File: src/rtl/vga_text_console_if.sv
// Byte-stream input and VGA character-memory port of the text console.
// master = environment (byte source + memory), slave = console.
interface vga_text_console_if;
  logic        in_valid;
  logic [7:0]  in_data;
  logic        in_ready;
  logic        char_we;
  logic [11:0] char_addr;
  logic [31:0] char_value;
  logic [31:0] char_read;

  modport master (
    output in_valid, in_data, char_read,
    input  in_ready, char_we, char_addr, char_value
  );

  modport slave (
    input  in_valid, in_data, char_read,
    output in_ready, char_we, char_addr, char_value
  );
endinterface

File: src/rtl/vga_text_console.sv
// Text console: cursor, CR/LF/BS/FF, clear and scroll over the VGA char port. `define CONSOLE_AUTOSCROLL_EN to scroll at the bottom row.
// Glyph written 1 cycle after accept; in_ready low (byte stalls) until back in IDLE, busy during CLR/SCR_*.
module vga_text_console #(
  parameter int         COLS       = 80,
  parameter int         ROWS       = 30,
  parameter int         RD_LAT     = 1,
  parameter logic [7:0] BLANK_CHAR = 8'h20
) (
  input  logic              clk,
  input  logic              rst_n,
  vga_text_console_if.slave bus,
  output logic [6:0]        cursor_col,
  output logic [4:0]        cursor_row,
  output logic              busy
);
  localparam logic [6:0]  C_LAST  = 7'(COLS - 1);
  localparam logic [4:0]  R_LAST  = 5'(ROWS - 1);
  localparam logic [31:0] BLANK_W = {24'd0, 1'b0, BLANK_CHAR[6:0]};

`ifdef CONSOLE_AUTOSCROLL_EN
  localparam logic [1:0] L_LAST = 2'(RD_LAT - 1);
  typedef enum logic [2:0] {IDLE, PUT, CLR, SCR_RD, SCR_WR, SCR_FILL} state_t;
`else
  typedef enum logic [2:0] {IDLE, PUT, CLR} state_t;
`endif

  state_t     r_state, w_state_n;
  logic       r_rdy;
  logic [6:0] r_col, w_col_n, r_scol, w_scol_n;
  logic [4:0] r_row, w_row_n, r_srow, w_srow_n, r_end, w_end_n;
  logic [6:0] r_ch, w_ch_n;
  logic       r_adv, w_adv_n;
  logic       w_acc, w_nl;
`ifdef CONSOLE_AUTOSCROLL_EN
  logic [1:0]  r_lat, w_lat_n;
  logic [31:0] r_word, w_word_n;
`endif

  assign w_acc        = bus.in_valid & bus.in_ready;
  assign bus.in_ready = r_rdy && (r_state == IDLE);
  assign busy         = (r_state != IDLE) && (r_state != PUT);
  assign cursor_col   = r_col;
  assign cursor_row   = r_row;

  always_ff @(posedge clk or negedge rst_n) begin
    if (!rst_n) begin
      r_state <= IDLE;
      r_rdy   <= 1'b0;
      r_col   <= '0;
      r_row   <= '0;
      r_scol  <= '0;
      r_srow  <= '0;
      r_end   <= '0;
      r_ch    <= '0;
      r_adv   <= 1'b0;
`ifdef CONSOLE_AUTOSCROLL_EN
      r_lat   <= '0;
      r_word  <= '0;
`endif
    end else begin
      r_state <= w_state_n;
      r_rdy   <= 1'b1;
      r_col   <= w_col_n;
      r_row   <= w_row_n;
      r_scol  <= w_scol_n;
      r_srow  <= w_srow_n;
      r_end   <= w_end_n;
      r_ch    <= w_ch_n;
      r_adv   <= w_adv_n;
`ifdef CONSOLE_AUTOSCROLL_EN
      r_lat   <= w_lat_n;
      r_word  <= w_word_n;
`endif
    end
  end

  always_comb begin
    w_state_n = r_state;
    w_col_n   = r_col;
    w_row_n   = r_row;
    w_scol_n  = r_scol;
    w_srow_n  = r_srow;
    w_end_n   = r_end;
    w_ch_n    = r_ch;
    w_adv_n   = r_adv;
    w_nl      = 1'b0;
`ifdef CONSOLE_AUTOSCROLL_EN
    w_lat_n   = r_lat;
    w_word_n  = r_word;
`endif
    case (r_state)
      IDLE: begin
        if (w_acc) begin
          case (bus.in_data)
            8'h0D: w_col_n = '0;
            8'h0A: w_nl = 1'b1;
            8'h08: begin
              // Backspace never wraps to the previous row.
              if (r_col != '0) begin
                w_col_n   = r_col - 7'd1;
                w_ch_n    = BLANK_CHAR[6:0];
                w_adv_n   = 1'b0;
                w_state_n = PUT;
              end
            end
            8'h0C: begin
              w_srow_n  = '0;
              w_scol_n  = '0;
              w_end_n   = R_LAST;
              w_state_n = CLR;
            end
            default: begin
              if (bus.in_data >= 8'h20 && bus.in_data <= 8'h7E) begin
                w_ch_n    = bus.in_data[6:0];
                w_adv_n   = 1'b1;
                w_state_n = PUT;
              end
            end
          endcase
        end
      end
      PUT: begin
        w_state_n = IDLE;
        if (r_adv) begin
          if (r_col == C_LAST) w_nl = 1'b1;
          else                 w_col_n = r_col + 7'd1;
        end
      end
      CLR: begin
        // Sweeps rows r_srow..r_end; serves both form-feed and the row-0 wrap blank.
        if (r_scol == C_LAST) begin
          w_scol_n = '0;
          if (r_srow == r_end) begin
            w_state_n = IDLE;
            w_row_n   = '0;
            w_col_n   = '0;
          end else begin
            w_srow_n = r_srow + 5'd1;
          end
        end else begin
          w_scol_n = r_scol + 7'd1;
        end
      end
`ifdef CONSOLE_AUTOSCROLL_EN
      SCR_RD: begin
        if (r_lat == L_LAST) begin
          w_word_n  = bus.char_read;
          w_state_n = SCR_WR;
        end else begin
          w_lat_n = r_lat + 2'd1;
        end
      end
      SCR_WR: begin
        w_lat_n   = '0;
        w_state_n = SCR_RD;
        if (r_scol == C_LAST) begin
          w_scol_n = '0;
          if (r_srow == R_LAST) w_state_n = SCR_FILL;
          else                  w_srow_n  = r_srow + 5'd1;
        end else begin
          w_scol_n = r_scol + 7'd1;
        end
      end
      SCR_FILL: begin
        if (r_scol == C_LAST) begin
          w_state_n = IDLE;
          w_row_n   = R_LAST;
          w_col_n   = '0;
        end else begin
          w_scol_n = r_scol + 7'd1;
        end
      end
`endif
      default: w_state_n = IDLE;
    endcase

    if (w_nl) begin
      w_col_n = '0;
      if (r_row != R_LAST) begin
        w_row_n = r_row + 5'd1;
      end else begin
        w_scol_n = '0;
`ifdef CONSOLE_AUTOSCROLL_EN
        w_lat_n = '0;
        if (ROWS > 1) begin
          w_srow_n  = 5'd1;
          w_state_n = SCR_RD;
        end else begin
          w_state_n = SCR_FILL;
        end
`else
        w_row_n   = '0;
        w_srow_n  = '0;
        w_end_n   = '0;
        w_state_n = CLR;
`endif
      end
    end
  end

  always_comb begin
    bus.char_we    = 1'b0;
    bus.char_addr  = {r_row, r_col};
    bus.char_value = 32'd0;
    case (r_state)
      PUT: begin
        bus.char_we    = 1'b1;
        bus.char_value = {25'd0, r_ch};
      end
      CLR: begin
        bus.char_we    = 1'b1;
        bus.char_addr  = {r_srow, r_scol};
        bus.char_value = BLANK_W;
      end
`ifdef CONSOLE_AUTOSCROLL_EN
      SCR_RD: bus.char_addr = {r_srow, r_scol};
      SCR_WR: begin
        bus.char_we    = 1'b1;
        bus.char_addr  = {r_srow - 5'd1, r_scol};
        bus.char_value = r_word;
      end
      SCR_FILL: begin
        bus.char_we    = 1'b1;
        bus.char_addr  = {R_LAST, r_scol};
        bus.char_value = BLANK_W;
      end
`endif
      default: ;
    endcase
  end
endmodule
File: src/flat_wrapper.sv
// flat-port wrapper written by rule: the top's interface ports become plain ports
module vga_text_console_flat 
#(
  parameter int         COLS       = 80,
  parameter int         ROWS       = 30,
  parameter int         RD_LAT     = 1,
  parameter logic [7:0] BLANK_CHAR = 8'h20
)
  (clk, rst_n, cursor_col, cursor_row, busy, bus_in_valid, bus_in_data, bus_char_read, bus_in_ready, bus_char_we, bus_char_addr, bus_char_value);
  vga_text_console_if bus_i ();
  input  logic clk;
  input  logic rst_n;
  output logic [6:0] cursor_col;
  output logic [4:0] cursor_row;
  output logic busy;
  input wire logic [$bits(bus_i.in_valid)-1:0] bus_in_valid;
  input wire logic [$bits(bus_i.in_data)-1:0] bus_in_data;
  input wire logic [$bits(bus_i.char_read)-1:0] bus_char_read;
  output wire logic [$bits(bus_i.in_ready)-1:0] bus_in_ready;
  output wire logic [$bits(bus_i.char_we)-1:0] bus_char_we;
  output wire logic [$bits(bus_i.char_addr)-1:0] bus_char_addr;
  output wire logic [$bits(bus_i.char_value)-1:0] bus_char_value;
  assign bus_i.in_valid = bus_in_valid;
  assign bus_i.in_data = bus_in_data;
  assign bus_i.char_read = bus_char_read;
  assign bus_in_ready = bus_i.in_ready;
  assign bus_char_we = bus_i.char_we;
  assign bus_char_addr = bus_i.char_addr;
  assign bus_char_value = bus_i.char_value;
  vga_text_console #(.COLS(COLS), .ROWS(ROWS), .RD_LAT(RD_LAT), .BLANK_CHAR(BLANK_CHAR)) u_core (.clk(clk), .rst_n(rst_n), .bus(bus_i), .cursor_col(cursor_col), .cursor_row(cursor_row), .busy(busy));
endmodule
File: config.mk
export PLATFORM = sky130hd
export DESIGN_NAME = vga_text_console_flat
export DESIGN_NICKNAME = d
export VERILOG_FILES = /design/src/rtl/vga_text_console_if.sv /design/src/rtl/vga_text_console.sv /design/src/flat_wrapper.sv
export SDC_FILE = /design/constraint.sdc
export NUM_CORES = 1
export LEC_CHECK = 0
export ABC_AREA = 0
export BUFFER_PORTS_ARGS = -buffer_cell sky130_fd_sc_hd__buf_4
export CAP_MARGIN = 15
export CORE_MARGIN = 3
export CORE_UTILIZATION = 45
export DETAILED_ROUTE_END_ITERATION = 7
export PLACE_DENSITY = 0.74
export SLEW_MARGIN = 10
export SYNTH_ARGS = -nofsm -noshare
export SYNTH_HDL_FRONTEND = slang
export SYNTH_SLANG_ARGS = --single-unit
File: constraint.sdc
create_clock -name clk -period 2.28 [get_ports clk]
set_input_delay 0.57 -clock clk [delete_from_list [all_inputs] [get_ports clk]]
set_output_delay 0.57 -clock clk [all_outputs]
set_load 0.01 [all_outputs]
==> out/metrics.cfg <==
[status]
status = completed

[global_routing]
grt_pass1_wl_mm = 11.5
grtUsageTotal_pct = 19.3
grt_antenna_before_repair = 0
grt_overflow = 0
grt_pass1_vias = 2437
grt_max_degree = 42

[logic_synthesis]
yosysTopAreaCell = dfrtp_1
synthesis.area_um2 = 2840
synth_area_leaders = dfrtp_1 (36%), buf_4 (6.9%), nand2_1 (6.9%)
synth_edf_count = 0
synth_top_area_share_pct = 36.2
synth_seq_cells = 41
synth_area_per_cell_um2 = 8.40
ys_types = 59
yosysWarnings = 0
synthArstFlopShare_pct = 100
synth_cells = 338
yosysSeqAreaShare_pct = 36.2
synth-main-ff-cell = dfrtp_1

[routing]
wl_per_cell_um = 14.3
routed_via_density = 5.44
vias = 2610
drt_iter0_drc = 149
drc = 0
drt_pre_antenna_iters = 4
drt-total-wl_mm = 6.88
ant_nets = 0

[cts]
clock_latency_ns = 0.29
h-tree-depth = 2
cts_tree = yes
cts.sinks = 41
cts_buffers = 5
clk_pin_slew_ns = 0.08
root_buffer = clkbuf_8
cts.path.max_buffers = 2
post_cts_buffers = 0

[critical_path]
cp_cell_sequence = buf_4 > nor3b_2 > buf_4 > and2_1 > buf_4
cpMostUsedCell = buf_4
crit_type = flop to primary output
reg2regPathDepth = 9
arrival_ns = 1.58
cp_slowest_stage_delay_ns = 0.39
r2r-end = u_core.cursor_col[3]$_DFFE_PN0P_
cp.required_ns = 1.71
crit_slowest_cell = dfrtp_1
path_max_fanout = 16
reg2reg_slack_ns = 0.16
cp-end-kind = primary output
r2r-start = u_core.cursor_col[0]$_DFFE_PN0P_
cp-start-kind = flop

[finish]
fin_area_um2 = 3480
filler_cell_count = 554
area_growth_pct = 22.8
n_antenna_cell = 0
num-nets-final = 454
postLayoutCoreUtil_pct = 57.8
drive_gt1_share_pct = 26.2

[worst_hold_path]
hp-class = primary input to async pin

[floorplanning]
coreArea_um2 = 6030
die_w_um = 85.4
ios = 102
start_util_pct = 47.1
die_area_um2 = 7290
die_height_um = 85.4
rows = 28

[sta]
finalHoldViolCount = 0
fin_ws_ns = 0.128
worst_pin_slew_ns = 0.523
finClkSkew_ns = 0.00683
fmax_mhz = 465
setup_violations = 0
relSlewSlack_pct = 65.1
period_share_pct = 94.4
fin_crit_ns = 2.15
slew_violations = 0
rsz0062_at_grt = false
whs_ns = 0.247

[place]
hpwl_mm = 5.13
dpl_cell_area_um2 = 3340
place.gp.congestion = 0.833
dp_slack_ns = -0.119
numPortBuffers = 44

[power_and_ir_drop]
powerDensity_nw_per_um2 = 518
power_leakage_nw = 1.62
vdd_ir_drop_max_mv = 0.353

[flow_run]
maxCapViolCount = 0

[flip-flops by register name, indices dropped and copies added, names as in the netlist]
signal	count
u_core.r_end	5
u_core.r_adv	1
u_core.r_srow	5
u_core.cursor_col	7
u_core.r_scol	7
u_core.r_rdy	1
u_core.cursor_row	5
u_core.r_state	3
u_core.r_ch	7
[metrics by stage]
stage / total power [W] / cells / TNS (ns)
after detailed placement: 0.00120 / 472 / -0.317
after global routing: 0.00189 / 480 / 0
after CTS: 0.00181 / 480 / 0
after floorplan: 0.00107 / 363 / 0
after global placement: 0.00119 / 472 / -0.194
final: 0.00180 / 480 / 0
[logic make-up (layout without fill, tap and decap cells)]
logic type	Yosys count	count (layout)	share of synthesized area [%]
and+or+nand+nor	148	148	26.3
AOI/OAI and AO/OA	78	78	19.5
buffers and inverters	49	91	10.1
DFF	41	41	36.2
adders and majority gates	7	7	3.09
muxes	7	7	2.69
xor gates and xnor gates	6	6	1.85
other	2	27	0.265
[area by class of cell]
class                           instances  area (um2)  share of cell area [%]
Clock buffer                            7        86.3                    2.48
Clock inverter                          1        30.0                   0.862
Inverter                                9        33.8                   0.970
Multi-Input combinational cell        273        1650                    47.4
Sequential cell                        41        1030                    29.5
Tap cell                               75        93.8                    2.69
Timing Repair Buffer                   74         559                    16.1
[how the worst max path moves through the flow]
stage	from	endpoint	slack (ns)
after floorplan	bus_in_data[4]	u_core.r_ch[0]$_DFFE_PN0P_	0.07
after global placement	bus_in_data[4]	u_core.cursor_col[6]$_DFFE_PN0P_	-0.08
after detailed placement	bus_in_data[4]	u_core.cursor_col[6]$_DFFE_PN0P_	-0.12
after CTS	u_core.r_state[0]$_DFF_PN0_	bus_char_addr[11]	0.01
after global routing	u_core.r_state[2]$_DFF_PN0_	bus_char_addr[10]	0.008
final	u_core.r_state[1]$_DFF_PN0_	bus_char_value[6]	0.13
[critical path, delay by kind of cell (launching register included)]
kind          cells  cell delay, ns
buf+inv           3            0.53
flops             1            0.39
simple gates      2            0.36
[repair_timing]
action	4_1_cts	5_1_grt
pin swaps	0	1
gates resized for setup	1	9
hold buffers	0	0
setup endpoints to repair	12	13
[cell usage in the layout (no fill, tap or decap), types with 3 or more instances in the layout]
cell type,synthesis,routed
o22ai_1,4,4
and3_1,4,4
nor3_1,7,7
a311oi_1,5,5
mux2_2,5,5
nor3b_1,3,3
o21ai_1,4,4
ha_1,7,7
o211ai_1,3,3
and2_1,11,12
inv_1,9,9
nor2b_1,4,3
a22oi_1,3,3
conb_1,2,27
o21ai_0,20,20
a21oi_1,11,10
o21a_1,3,3
clkbuf_8,0,6
nor2_1,34,33
nand2_1,52,51
buf_4,26,73
a31oi_1,4,4
xor2_1,4,4
dfrtp_1,41,39
nand4_1,6,6
nand2b_1,3,3
nand3_1,10,10
a211oi_1,3,3
[routing by layer]
layer,global-route usage [%],wire length (um)
met1,26.5,3080
met2,31.3,3290
met3,3.79,416
met4,5.18,93
met5,0,0
[synth_stat cells, drive strengths merged (2+ instances only)]
cell / n
nand3: 10
nand4: 6
clkbuf: 9
nor2: 34
inv: 9
or3b: 2
mux2: 5
o21a: 3
conb: 2
a31oi: 4
xnor2: 2
o21ai: 24
a221oi: 2
and2: 12
nor3: 9
nor4: 2
nor3b: 4
buf: 31
and3: 4
a311oi: 6
a211oi: 3
nand2: 52
dfrtp: 41
a22oi: 3
ha: 7
nor2b: 4
xor2: 4
nand2b: 3
o22ai: 4
o22a: 2
o31ai: 2
mux2i: 2
a21oi: 11
o211ai: 3
[report_power, final]
group          leakage [nW]  total [W]  internal, W  switching (W)
registers             0.544   0.000843     0.000786      0.0000566
clock network        0.0585   0.000606     0.000357       0.000249
logic                  1.02   0.000354     0.000164       0.000190
No activity file was read; power rests on OpenSTA's default activity.
